===== config.mk =====
export PLATFORM = sky130hd
export DESIGN_NAME = bmp_cmd_queue
export DESIGN_NICKNAME = d
export VERILOG_FILES = /design/src/rtl/bmp_cmd_queue.sv
export SDC_FILE = /design/constraint.sdc
export NUM_CORES = 1
export LEC_CHECK = 0
export ABC_CLOCK_PERIOD_IN_PS = 12800
export BUFFER_PORTS_ARGS = -buffer_cell sky130_fd_sc_hd__buf_2
export CAP_MARGIN = 25
export CORE_MARGIN = 4
export CORE_UTILIZATION = 60
export DETAILED_ROUTE_END_ITERATION = 16
export PLACE_DENSITY = 0.89
export SLEW_MARGIN = 10
export SYNTH_ARGS = -nofsm -noshare
export SYNTH_HDL_FRONTEND = slang
export SYNTH_SLANG_ARGS = --single-unit

===== constraint.sdc =====
create_clock -name clk -period 12.8 [get_ports clk]
set_input_delay 1.92 -clock clk [delete_from_list [all_inputs] [get_ports clk]]
set_output_delay 1.92 -clock clk [all_outputs]
set_load 0.05 [all_outputs]

===== src/rtl/bmp_cmd_queue.sv =====
// Command front-end for the bitmap placer: bus register window, command FIFO
// with text-cursor auto-advance, and a one-at-a-time dispatcher.
//
// state   | meaning
// S_IDLE  | no command outstanding; pops the head when queue non-empty and clear_done
// S_ISSUE | one-cycle strobe to the placer with registered index/location
// S_WAIT  | waiting for the placer_done pulse of the issued command
module bmp_cmd_queue #(
   parameter logic [15:0] BASE_ADDR = 16'hC008,
   parameter int XW      = 10,
   parameter int YW      = 9,
   parameter int IDXW    = 5,
   parameter int DEPTH   = 8,
   parameter int ADV_X   = 16,
   parameter int ADV_Y   = 16,
   parameter int X_LIMIT = 640,
   parameter int Y_LIMIT = 480
) (
   input  logic            clk,
   input  logic            rst,
   input  logic            bmp_sel,
   input  logic            bmp_re,
   input  logic [15:0]     addr,
   input  logic [15:0]     databus,
   output logic [15:0]     rdata,
   input  logic            clear_done,
   input  logic            placer_done,
   output logic            add_img,
   output logic            add_fnt,
   output logic            rem_img,
   output logic [IDXW-1:0] cmd_indx,
   output logic [XW-1:0]   xloc,
   output logic [YW-1:0]   yloc,
   output logic            irq_empty
);
   localparam int PW = $clog2(DEPTH);
   localparam int EW = 2 + IDXW + XW + YW;
   localparam logic [4:0]  DEPTH_C = 5'(DEPTH);
   localparam logic [XW:0] ADV_X_C = (XW+1)'(ADV_X);
   localparam logic [YW:0] ADV_Y_C = (YW+1)'(ADV_Y);
   localparam logic [XW:0] X_LIM_C = (XW+1)'(X_LIMIT);
   localparam logic [YW:0] Y_LIM_C = (YW+1)'(Y_LIMIT);
   localparam logic [1:0]  OP_IMG = 2'd0;
   localparam logic [1:0]  OP_FNT = 2'd1;
   localparam logic [1:0]  OP_REM = 2'd2;

   typedef enum logic [1:0] {S_IDLE, S_ISSUE, S_WAIT} state_t;

   state_t          state;
   logic [EW-1:0]   mem [DEPTH];
   logic [PW-1:0]   wr_ptr, rd_ptr;
   logic [4:0]      count;
   logic            ovf;
   logic [XW-1:0]   xreg;
   logic [YW-1:0]   yreg;

   logic            wr_x, wr_y, wr_ctrl, wr_stat, rd_stat;
   logic            full, empty, busy, push, pop, flush;
   logic [1:0]      push_op, head_op;
   logic [XW:0]     x_sum;
   logic [YW:0]     y_sum;
   logic [EW-1:0]   head;
   logic            unused_bits;

   assign wr_x    = bmp_sel && (addr == BASE_ADDR);
   assign wr_y    = bmp_sel && (addr == BASE_ADDR + 16'd1);
   assign wr_ctrl = bmp_sel && (addr == BASE_ADDR + 16'd2);
   assign wr_stat = bmp_sel && (addr == BASE_ADDR + 16'd3);
   assign rd_stat = bmp_re  && (addr == BASE_ADDR + 16'd3);

   assign full  = (count == DEPTH_C);
   assign empty = (count == 5'd0);
   assign busy  = (state != S_IDLE);
   // A full queue rejects the push even if the dispatcher pops in the same cycle.
   assign push  = wr_ctrl && !full;
   assign pop   = (state == S_IDLE) && !empty && clear_done;
   assign flush = wr_stat && databus[0];

   assign push_op = databus[15] ? OP_REM : (databus[0] ? OP_IMG : OP_FNT);
   assign x_sum   = {1'b0, xreg} + ADV_X_C;
   assign y_sum   = {1'b0, yreg} + ADV_Y_C;
   assign head    = mem[rd_ptr];
   assign head_op = head[EW-1 -: 2];

   assign rdata       = rd_stat ? {busy, ovf, full, empty, 7'b0, count} : 16'h0000;
   assign irq_empty   = empty && (state == S_IDLE);
   assign unused_bits = ^databus;

   always_ff @(posedge clk) begin
      if (push) mem[wr_ptr] <= {push_op, databus[IDXW:1], xreg, yreg};
   end

   always_ff @(posedge clk) begin
      if (rst) begin
         wr_ptr <= '0;
         rd_ptr <= '0;
         count  <= '0;
         ovf    <= 1'b0;
         xreg   <= '0;
         yreg   <= '0;
      end else begin
         if (flush) begin
            wr_ptr <= '0;
            rd_ptr <= '0;
            count  <= '0;
         end else begin
            if (push) wr_ptr <= wr_ptr + PW'(1);
            if (pop)  rd_ptr <= rd_ptr + PW'(1);
            if (push && !pop)      count <= count + 5'd1;
            else if (pop && !push) count <= count - 5'd1;
         end

         if (wr_ctrl && full)               ovf <= 1'b1;
         else if (wr_stat && databus[1])    ovf <= 1'b0;

         if (wr_x) xreg <= databus[XW-1:0];
         if (wr_y) yreg <= databus[YW-1:0];

         // Cursor advance compares the unwrapped sum so a step past the limit wraps.
         if (push && databus[14]) begin
            if (x_sum >= X_LIM_C) begin
               xreg <= '0;
               yreg <= (y_sum >= Y_LIM_C) ? '0 : y_sum[YW-1:0];
            end else begin
               xreg <= x_sum[XW-1:0];
            end
         end
      end
   end

   always_ff @(posedge clk) begin
      if (rst) begin
         state    <= S_IDLE;
         add_img  <= 1'b0;
         add_fnt  <= 1'b0;
         rem_img  <= 1'b0;
         cmd_indx <= '0;
         xloc     <= '0;
         yloc     <= '0;
      end else begin
         case (state)
            S_IDLE: begin
               if (pop) begin
                  state    <= S_ISSUE;
                  add_img  <= (head_op == OP_IMG);
                  add_fnt  <= (head_op == OP_FNT);
                  rem_img  <= (head_op == OP_REM);
                  cmd_indx <= head[XW+YW +: IDXW];
                  xloc     <= head[YW +: XW];
                  yloc     <= head[YW-1:0];
               end
            end
            S_ISSUE: begin
               state   <= S_WAIT;
               add_img <= 1'b0;
               add_fnt <= 1'b0;
               rem_img <= 1'b0;
            end
            S_WAIT: begin
               if (placer_done) state <= S_IDLE;
            end
            default: state <= S_IDLE;
         endcase
      end
   end
endmodule

==> impl_metrics.yaml, run 1 <==
outcome:
  outcome: "complete, no violations"
pwr:
  power.internal_mw: 1.61
  p_sw_uw: 733
  clock_power_share_pct: 31.6
  p_leak_nw: 4.19
  comb_power_share_pct: 24.3
  switching_share_pct: 31.3
  vdd_ir_drop_max_mv: 0.300
  power.density_nw_per_um2: 187
  seqPwrFrac_pct: 44.1
  power_mw: 2.34
cells_and_area:
  layout_commonest_cell: "edfxtp_1"
  utilization_pct: 69.3
  area_growth_pct: 12.6
  drive_above_1_share_pct: 28.0
  fillers: 1075
  layout_common_cells: "edfxtp_1, buf_2, dfxtp_1"
  insertedDiodeCount: 0
  final_nets: 797
clock_tree:
  path_clk_slew_ns: 0.06
  cts_setup_buffers: 0
  clk_latency_ns: 0.53
  cts.repair.resized: 0
  cts_sinks: 271
  cts_tree: "built"
  cts_max_level: 1
  clockRootBuffer: "clkbuf_16"
  cts_buffer_depth: 3
  cts_buffers: 26
  hold_buffers: 0
hold_path:
  hold_path_class: "reg2reg"
  hold_path_depth: 1
  hold_start: "rem_img$_SDFFE_PP0P_"
timing:
  rsz0062_at_grt: "no"
  setup_tns_ns: 0
  finalMaxSlewViolations: 0
  setup_violations: 0
  fin_crit_ns: 5.49
  fmax_ghz: 0.182
  tightestPinTransition_ns: 1.05
  max-slew-margin-rel_pct: 29.5
  hold_slack_ns: 0.462
  period_share_pct: 42.9
  hold_violations: 0
  skew_ns: 0.00865
place:
  portBuffers: 70
  gp_congestion: 0.887
  dpl.hpwl_um: 13800
detailed_routing:
  firstDrtPassIters: 6
  vias_per_cell: 6.43
  drc: 0
  met2WireLength_um: 12200
  via_count: 6407
  finalWirelength_um: 24500
  dr_wl_met3_um: 2070
  ant_nets: 0
  drt-initial-drc-count: 667
  top_layer: "met4"
  met1_length_um: 9460
  wl_per_cell_um: 24.6
die:
  initial_core_util_pct: 61.5
  die_w_um: 144
  floorplan.die_area_um2: 20800
  ios: 82
  die_y_um: 144
  core-area_um2: 18100
  rows: 49
worst_setup_path:
  cp-end-kind: "output port"
  cp_slowest_cell: "and4_1"
  worstRegToRegCells: 12
  arrival_ns: 3.57
  path_cells: "buf_2, nor4b_2, and4_1, and4_1, and2_1, buf_2"
  cpPeakStageDelay_ns: 0.49
  start_kind: "input port"
  worstPathRequired_ns: 10.88
  path_class: "in2out"
  startpoint: "addr[10]"
  crit_fanout: 11
  r2r_start: "count[0]$_SDFFE_PP0P_"
global_route:
  overflow: 0
  grt_first_pass_wirelength_um: 38600
  grt_antenna_before_repair: 0
  track_usage_pct: 24.6
  grt_pass1_vias: 6701
  grt_start_max_net_pins: 53
logic_synthesis:
  ys.flop_type: "edfxtp_1"
  synth.avg_cell_area_um2: 16.6
  async_flop_share_pct: 0
  synth.ff_latch_count: 271
  synth_seq_area_share_pct: 67.5
  syn_inst: 672
  ys_types: 69
  yosys_warnings: 0
  synth_area_um2: 11100
  synth_edf_count: 208
run:
  max-cap-violations: 0
[power by group through the flow]
stage	Clock (mW)	Combinational (mW)	Sequential [mW]
after floorplan	0	0.345	1.17
after global placement	0	0.521	1.07
after detailed placement	0	0.542	1.07
after CTS	0.748	0.551	1.05
after global routing	0.791	0.609	1.04
final	0.738	0.569	1.03
[routing by layer]
layer | up-vias | global-route usage, %
met3 | 59 | 4.30
met1 | 3191 | 33.3
met4 | 0 | 8.79
li1 | 2780 | -
met2 | 377 | 40.7
met5 | - | 0
[sequential cells by signal, indices dropped and copies added, names as in the netlist, named ones only]
name,count
yreg,9
rd_ptr,3
mem,208
cmd_indx,5
xloc,10
count,5
add_fnt,1
yloc,9
add_img,1
rem_img,1
state,2
xreg,10
ovf,1
wr_ptr,3
[Yosys cell counts (all sizes together), types with 6 or more instances]
cell / instances / area share (%)
edfxtp: 208 / 56
a21oi: 14 / 0.63
nor2b: 7 / 0.39
ha: 10 / 1.1
nor2: 56 / 1.9
mux2i: 32 / 2.9
nor3: 9 / 0.40
and2: 6 / 0.34
nand2: 28 / 0.94
xnor2: 6 / 0.54
a211oi: 25 / 2.8
nand3: 12 / 0.54
o21ai: 8 / 0.36
dfxtp: 63 / 11
inv: 16 / 0.54
and4: 7 / 0.55
buf: 28 / 1.9
a32oi: 6 / 0.47
mux4: 52 / 11
clkbuf: 14 / 0.49
[critical path: cells and delay by family]
| family | cells | cell delay (ns) |
|---|---|---|
| buffers and inverters | 2 | 0.36 |
| AND/OR/NAND/NOR | 4 | 1.29 |
[per-stage QoR]
stage	std cells	instance area, µm²	setup slack, ns
final	996	12500	7.31
after global routing	996	12500	7.16
after CTS	993	12500	7.31
after detailed placement	946	11700	7.31
after global placement	945	11600	7.38
after floorplan	678	11100	7.01
[cell families after synthesis]
family	share of synthesized area, %
DFF	67.5
and+or+nand+nor	6.92
AOI/OAI and AO/OA	6.87
muxes	13.5
buffers and inverters	3.03
adders and majority gates	1.39
xor gates and xnor gates	0.776
other	0.0337
[cell type report]
cell class              instances  area (µm²)  share of cell area (%)
clock buffers                  38         717                    5.72
clock inverters                 9        96.3                   0.769
inverters                      17        68.8                   0.549
multi-input cells             348        3350                    26.8
flip-flops and latches        271        7510                    60.0
well taps                     229         287                    2.29
repair buffers                 84         495                    3.95
[worst paths after layout]
kind              slack (ns)                    end
setup / recovery        7.31              rdata[14]
hold / removal          0.46   rem_img$_SDFFE_PP0P_
setup reg to reg        9.22  count[4]$_SDFFE_PP0P_
hold reg to reg         0.46   rem_img$_SDFFE_PP0P_
(Power assumes the default switching activity.)
==> run 2: changes to the inputs <==
--- a/config.mk
+++ b/config.mk
@@ -5,7 +5,7 @@
 export SDC_FILE = /design/constraint.sdc
 export NUM_CORES = 1
 export LEC_CHECK = 0
-export ABC_CLOCK_PERIOD_IN_PS = 12800
+export ABC_CLOCK_PERIOD_IN_PS = 5100
 export BUFFER_PORTS_ARGS = -buffer_cell sky130_fd_sc_hd__buf_2
 export CAP_MARGIN = 25
 export CORE_MARGIN = 4
==> constraint.sdc (replaced) <==
create_clock -name clk -period 5.1 [get_ports clk]
set_input_delay 0.765 -clock clk [delete_from_list [all_inputs] [get_ports clk]]
set_output_delay 0.765 -clock clk [all_outputs]
set_load 0.05 [all_outputs]
==> impl_metrics.yaml, run 2 (same netlist as run 1, synthesis figures left out) <==
clock_tree:
  cts_tree: "built"
  hold_buffers: 0
  cts_max_level: 1
  cts.repair.resized: 0
  clockRootBuffer: "clkbuf_16"
  path_clk_slew_ns: 0.06
  cts_sinks: 271
  cts_buffer_depth: 3
  clk_latency_ns: 0.54
  cts_setup_buffers: 0
  cts_buffers: 27
detailed_routing:
  wl_per_cell_um: 24.8
  finalWirelength_um: 24800
  drt-initial-drc-count: 651
  firstDrtPassIters: 5
  ant_nets: 0
  via_count: 6484
  vias_per_cell: 6.50
  drc: 0
cells_and_area:
  largest_reg_flops: 208
  regArea_um2: 7510
  fillers: 1066
  insertedDiodeCount: 0
  layout_commonest_cell: "edfxtp_1"
  multi_input_area_um2: 3350
  layout_common_cells: "edfxtp_1, buf_2, dfxtp_1"
  largest_registers: "mem (208), xloc (10), xreg (10)"
  area_growth_pct: 13.4
  drive_above_1_share_pct: 28.8
  final_nets: 797
  final_area_um2: 12600
  largest_register: "mem"
worst_setup_path:
  worstPathRequired_ns: 4.34
  cp-end-kind: "output port"
  regToRegEndpoint: "count[4]$_SDFFE_PP0P_"
  crit_fanout: 11
  reg2reg_slack_ns: 2.08
  arrival_ns: 2.47
  start_kind: "input port"
  worstRegToRegCells: 11
  path_class: "in2out"
  r2r_start: "count[0]$_SDFFE_PP0P_"
die:
  initial_core_util_pct: 61.5
  core-area_um2: 18100
  die_w_um: 144
  die_y_um: 144
  floorplan.die_area_um2: 20800
  ios: 82
  rows: 49
pwr:
  seqPwrFrac_pct: 42.7
  vdd_ir_drop_max_mv: 0.720
  power.density_nw_per_um2: 480
  power.internal_mw: 4.21
  clock_power_share_pct: 34.1
  switching_share_pct: 30.6
  p_leak_nw: 4.25
  comb_power_share_pct: 23.2
  p_sw_mw: 1.85
run:
  max-cap-violations: 0
timing:
  setup_violations: 0
  setup_tns_ns: 0
  skew_ns: 0.0139
  max-slew-margin-rel_pct: 33.7
  fin_crit_ns: 3.24
  fmax_ghz: 0.309
  period_share_pct: 63.5
  hold_violations: 0
  finalMaxSlewViolations: 0
  tightestPinTransition_ns: 0.992
  rsz0062_at_grt: "no"
hold_path:
  hold_path_depth: 1
  hold_path_class: "reg2reg"
  hold_start: "rem_img$_SDFFE_PP0P_"
  min_to: "rem_img$_SDFFE_PP0P_"
global_route:
  grt_first_pass_wirelength_um: 38500
  grt_pass1_vias: 6696
  overflow: 0
  grt_start_max_net_pins: 53
  grt_antenna_before_repair: 0
  track_usage_pct: 24.6
outcome:
  outcome: "complete, no violations"
place:
  gp_congestion: 0.861
  portBuffers: 70
  dpl.hpwl_um: 13700
  place_area_um2: 11700
run 2: how the worst max path moves through the flow:
| stage | from | slack [ns] | cells after the start | endpoint |
|---|---|---|---|---|
| after floorplan | addr[10] | 0.63 | 5 | mem[0][0]$_DFFE_PP_ |
| after global placement | addr[5] | 1.55 | 14 | count[4]$_SDFFE_PP0P_ |
| after detailed placement | addr[10] | 1.43 | 14 | count[4]$_SDFFE_PP0P_ |
| after CTS | addr[10] | 1.89 | 6 | rdata[13] |
| after global routing | addr[10] | 1.68 | 6 | rdata[13] |
| final | addr[10] | 1.86 | 6 | rdata[13] |
run 2: power by group through the flow:
| stage | Sequential [mW] | Clock (mW) | Combinational, mW |
|---|---|---|---|
| 6_report | 2.59 | 2.06 | 1.41 |
| 5_1_grt | 2.61 | 2.20 | 1.51 |
| 4_1_cts | 2.64 | 2.08 | 1.36 |
| 3_5_place_dp | 2.68 | 0 | 1.35 |
| 3_3_place_gp | 2.67 | 0 | 1.31 |
| 2_1_floorplan | 2.95 | 0 | 0.867 |
run 2: per-stage QoR:
stage                     power (mW)  setup WS, ns  cells  util [%]  hold slack, ns
after floorplan                 3.81         0.628    678         -           0.450
after global placement          3.98          1.55    947      64.5           0.435
after detailed placement        4.03          1.43    947      64.5           0.466
after CTS                       6.08          1.89    996      69.6           0.463
after global routing            6.31          1.68    997      69.8           0.497
final                           6.06          1.86    997      69.8           0.473
run 2: layer usage:
| layer | track usage [%] | vias to the layer above | wire (µm) |
|---|---|---|---|
| met5 | 0 | - | 0 |
| met2 | 41.8 | 375 | 12600 |
| li1 | - | 2779 | - |
| met1 | 33.1 | 3252 | 9410 |
| met3 | 3.74 | 78 | 1980 |
| met4 | 8.35 | 0 | 819 |
run 2: area by class of cell:
type	instances	share of cell area (%)
tap	229	2.27
timing repair buffer	83	3.71
multi-input combinational	348	26.6
sequential	271	59.5
inverter	17	0.545
clock inverter	14	1.38
clock buffer	35	6.00
run 2: critical path: stages:
cell and delay (ns):
buf_2 0.10, nor4b_2 0.34, and4_1 0.51, nand4_1 0.25
nor3_1 0.21, buf_2 0.30
==> run 3: changes to the inputs <==
--- a/config.mk
+++ b/config.mk
@@ -5,13 +5,14 @@
 export SDC_FILE = /design/constraint.sdc
 export NUM_CORES = 1
 export LEC_CHECK = 0
-export ABC_CLOCK_PERIOD_IN_PS = 5100
+export ABC_AREA = 1
+export ABC_CLOCK_PERIOD_IN_PS = 2900
 export BUFFER_PORTS_ARGS = -buffer_cell sky130_fd_sc_hd__buf_2
 export CAP_MARGIN = 25
 export CORE_MARGIN = 4
-export CORE_UTILIZATION = 60
+export CORE_UTILIZATION = 54
 export DETAILED_ROUTE_END_ITERATION = 16
-export PLACE_DENSITY = 0.89
+export PLACE_DENSITY = 0.86
 export SLEW_MARGIN = 10
 export SYNTH_ARGS = -nofsm -noshare
 export SYNTH_HDL_FRONTEND = slang
==> constraint.sdc (replaced) <==
create_clock -name clk -period 2.9 [get_ports clk]
set_input_delay 0.435 -clock clk [delete_from_list [all_inputs] [get_ports clk]]
set_output_delay 0.435 -clock clk [all_outputs]
set_load 0.05 [all_outputs]
==> impl_metrics.yaml, run 3 <==
outcome:
  outcome: "complete, no violations"
pwr:
  power.density_nw_per_um2: 784
  power.internal_mw: 6.76
  p_sw_mw: 3.20
  switching_share_pct: 32.1
  comb_power_share_pct: 23.5
  p_leak_nw: 4.74
  vdd_ir_drop_max_mv: 0.525
  seqPwrFrac_pct: 44.2
  clock_power_share_pct: 32.4
  power_mw: 9.96
clock_tree:
  cts_setup_buffers: 0
  cts_max_level: 1
  cts_buffer_depth: 3
  path_clk_slew_ns: 0.06
  cts_sinks: 271
  cts.repair.resized: 0
  hold_buffers: 0
  cts_tree: "built"
  cts_buffers: 27
  clk_latency_ns: 0.52
  clockRootBuffer: "clkbuf_16"
logic_synthesis:
  async_flop_share_pct: 0
  synth_top_area_share_pct: 55.7
  yosys_warnings: 0
  syn_inst: 1002
  synth.ff_latch_count: 271
  ys_types: 41
  yosysTopAreaCell: "edfxtp_1"
  ys_top_cells_by_count: "edfxtp_1, nor2_1, o21ai_0"
  synth_edf_count: 208
  synth.most_common_cell: "edfxtp_1"
  synth_area_um2: 11200
  netlist_top_cells_area: "edfxtp_1, dfxtp_1, nor2_1, o21ai_0, o221ai_1"
  ys.flop_type: "edfxtp_1"
  synth.avg_cell_area_um2: 11.2
  synth_seq_area_share_pct: 67.0
place:
  dpl.hpwl_um: 14400
  pre_cts_ws_ns: 0.192
  portBuffers: 70
  place_area_um2: 11900
  gp_congestion: 0.858
detailed_routing:
  ant_nets: 0
  vias_per_cell: 5.75
  wl_per_cell_um: 18.1
  drt-initial-drc-count: 792
  via_count: 7809
  drc: 0
  firstDrtPassIters: 6
  finalWirelength_um: 24500
worst_setup_path:
  worstRegToRegCells: 13
  cp_slowest_cell: "dfxtp_1"
  crit_fanout: 6
  path_cells: "nor2_1, nand3_1, nand4_4, inv_2, ha_1, inv_1, fa_1, a21oi_1, nor2_1, o21ai_0, nand3_1, nand2_1, nor3b_1"
  cp-end-kind: "register"
  arrival_ns: 3.01
  cp_top_family: "simple AND/OR/NAND/NOR gates"
  worstPathRequired_ns: 3.34
  start_kind: "register"
  path_class: "reg2reg"
  cpPeakStageDelay_ns: 0.43
  path_depth: 13
  crit_buf_inv: 2
timing:
  skew_ns: 0.0138
  finalMaxSlewViolations: 0
  hold_violations: 0
  max-slew-margin-rel_pct: 59.0
  fmax_ghz: 0.390
  rsz0062_at_grt: "no"
  period_share_pct: 88.5
  post-route-worst-setup-slack_ns: 0.334
  setup_tns_ns: 0
  setup_violations: 0
  fin_crit_ns: 2.57
  tightestPinTransition_ns: 0.615
cells_and_area:
  insertedDiodeCount: 0
  drive_above_1_share_pct: 15.5
  largest_reg_flops: 208
  layout_common_cells: "edfxtp_1, nor2_1, o21ai_0"
  largest_registers: "mem (208), xloc (10), xreg (10)"
  final_area_um2: 12700
  largest_register: "mem"
  layout_commonest_cell: "edfxtp_1"
  utilization_pct: 62.6
  final_nets: 1118
  area_growth_pct: 13.3
  fillers: 1556
die:
  ios: 82
  initial_core_util_pct: 55.2
  rows: 52
  die_w_um: 152
  die_y_um: 152
  floorplan.die_area_um2: 23100
  core-area_um2: 20300
global_route:
  grt_pass1_vias: 7565
  track_usage_pct: 20.8
  overflow: 0
  grt_antenna_before_repair: 0
  grt_start_max_net_pins: 55
  grt_first_pass_wirelength_um: 39100
run:
  max-cap-violations: 0
hold_path:
  hold_path_class: "in2reg"
  hold_path_depth: 4
## run 3: cell count changes after synthesis, moves of 33 or more
cell / delta
o21ai_0: +123
a21oi_1: +33
nor2_1: +116
o221ai_1: +46
nand2_1: +78
mux4_2: -52
inv_1: +37
## run 3: worst min-delay path: stages
cell    delay (ns)
buf_2         0.07
nor2_1        0.03
nor2_1        0.07
nor3_1        0.05
## run 3: per-stage QoR
step,instances,hold slack (ns)
5_1_grt,1358,0.207
3_5_place_dp,1310,0.460
4_1_cts,1358,0.167
3_3_place_gp,1310,0.454
6_report,1358,0.182
2_1_floorplan,1008,0.459
## run 3: power groups by stage
stage               clock network, mW  logic (mW)  registers (mW)
floorplan                           0        1.48            4.80
global placement                    0        2.24            4.48
detailed placement                  0        2.34            4.48
CTS                              3.26        2.34            4.40
global route                     3.43        2.59            4.41
finish                           3.22        2.34            4.40
## run 3: routing by layer
metal	track usage [%]	share of wire, %	vias to the layer above
met4	6.72	2.7	0
met1	27.8	40	3639
met2	34.6	48	419
li1	-	-	3684
met3	3.92	9.6	67
met5	0	0	-
## run 3: worst paths after layout
path                              start                    end  slack, ns
hold / removal              placer_done  state[1]$_SDFFE_PP0P_       0.18
setup reg to reg  count[0]$_SDFFE_PP0P_  count[4]$_SDFFE_PP0P_       0.33
setup / recovery  count[0]$_SDFFE_PP0P_  count[4]$_SDFFE_PP0P_       0.33
hold reg to reg    rem_img$_SDFFE_PP0P_   rem_img$_SDFFE_PP0P_       0.47
## run 3: logic make-up (layout without fill, tap and decap cells)
family / count (synthesis) / in the layout / share of synthesized area [%]
simple gates: 349 / 349 / 13.7
flops: 271 / 271 / 67.0
compound gates: 246 / 246 / 12.9
buf+inv: 118 / 198 / 4.65
fa+ha+maj: 11 / 11 / 1.29
xor+xnor: 6 / 6 / 0.469
other cells: 1 / 7 / 0.0335
## run 3: layout make-up
class | count | area (µm²) | area share (%)
timing repair buffer | 91 | 558 | 4.39
clock inverter | 9 | 58.8 | 0.463
sequential | 271 | 7510 | 59.1
tap | 270 | 338 | 2.66
clock buffer | 39 | 772 | 6.08
inverter | 59 | 221 | 1.74
multi-input combinational | 619 | 3240 | 25.5
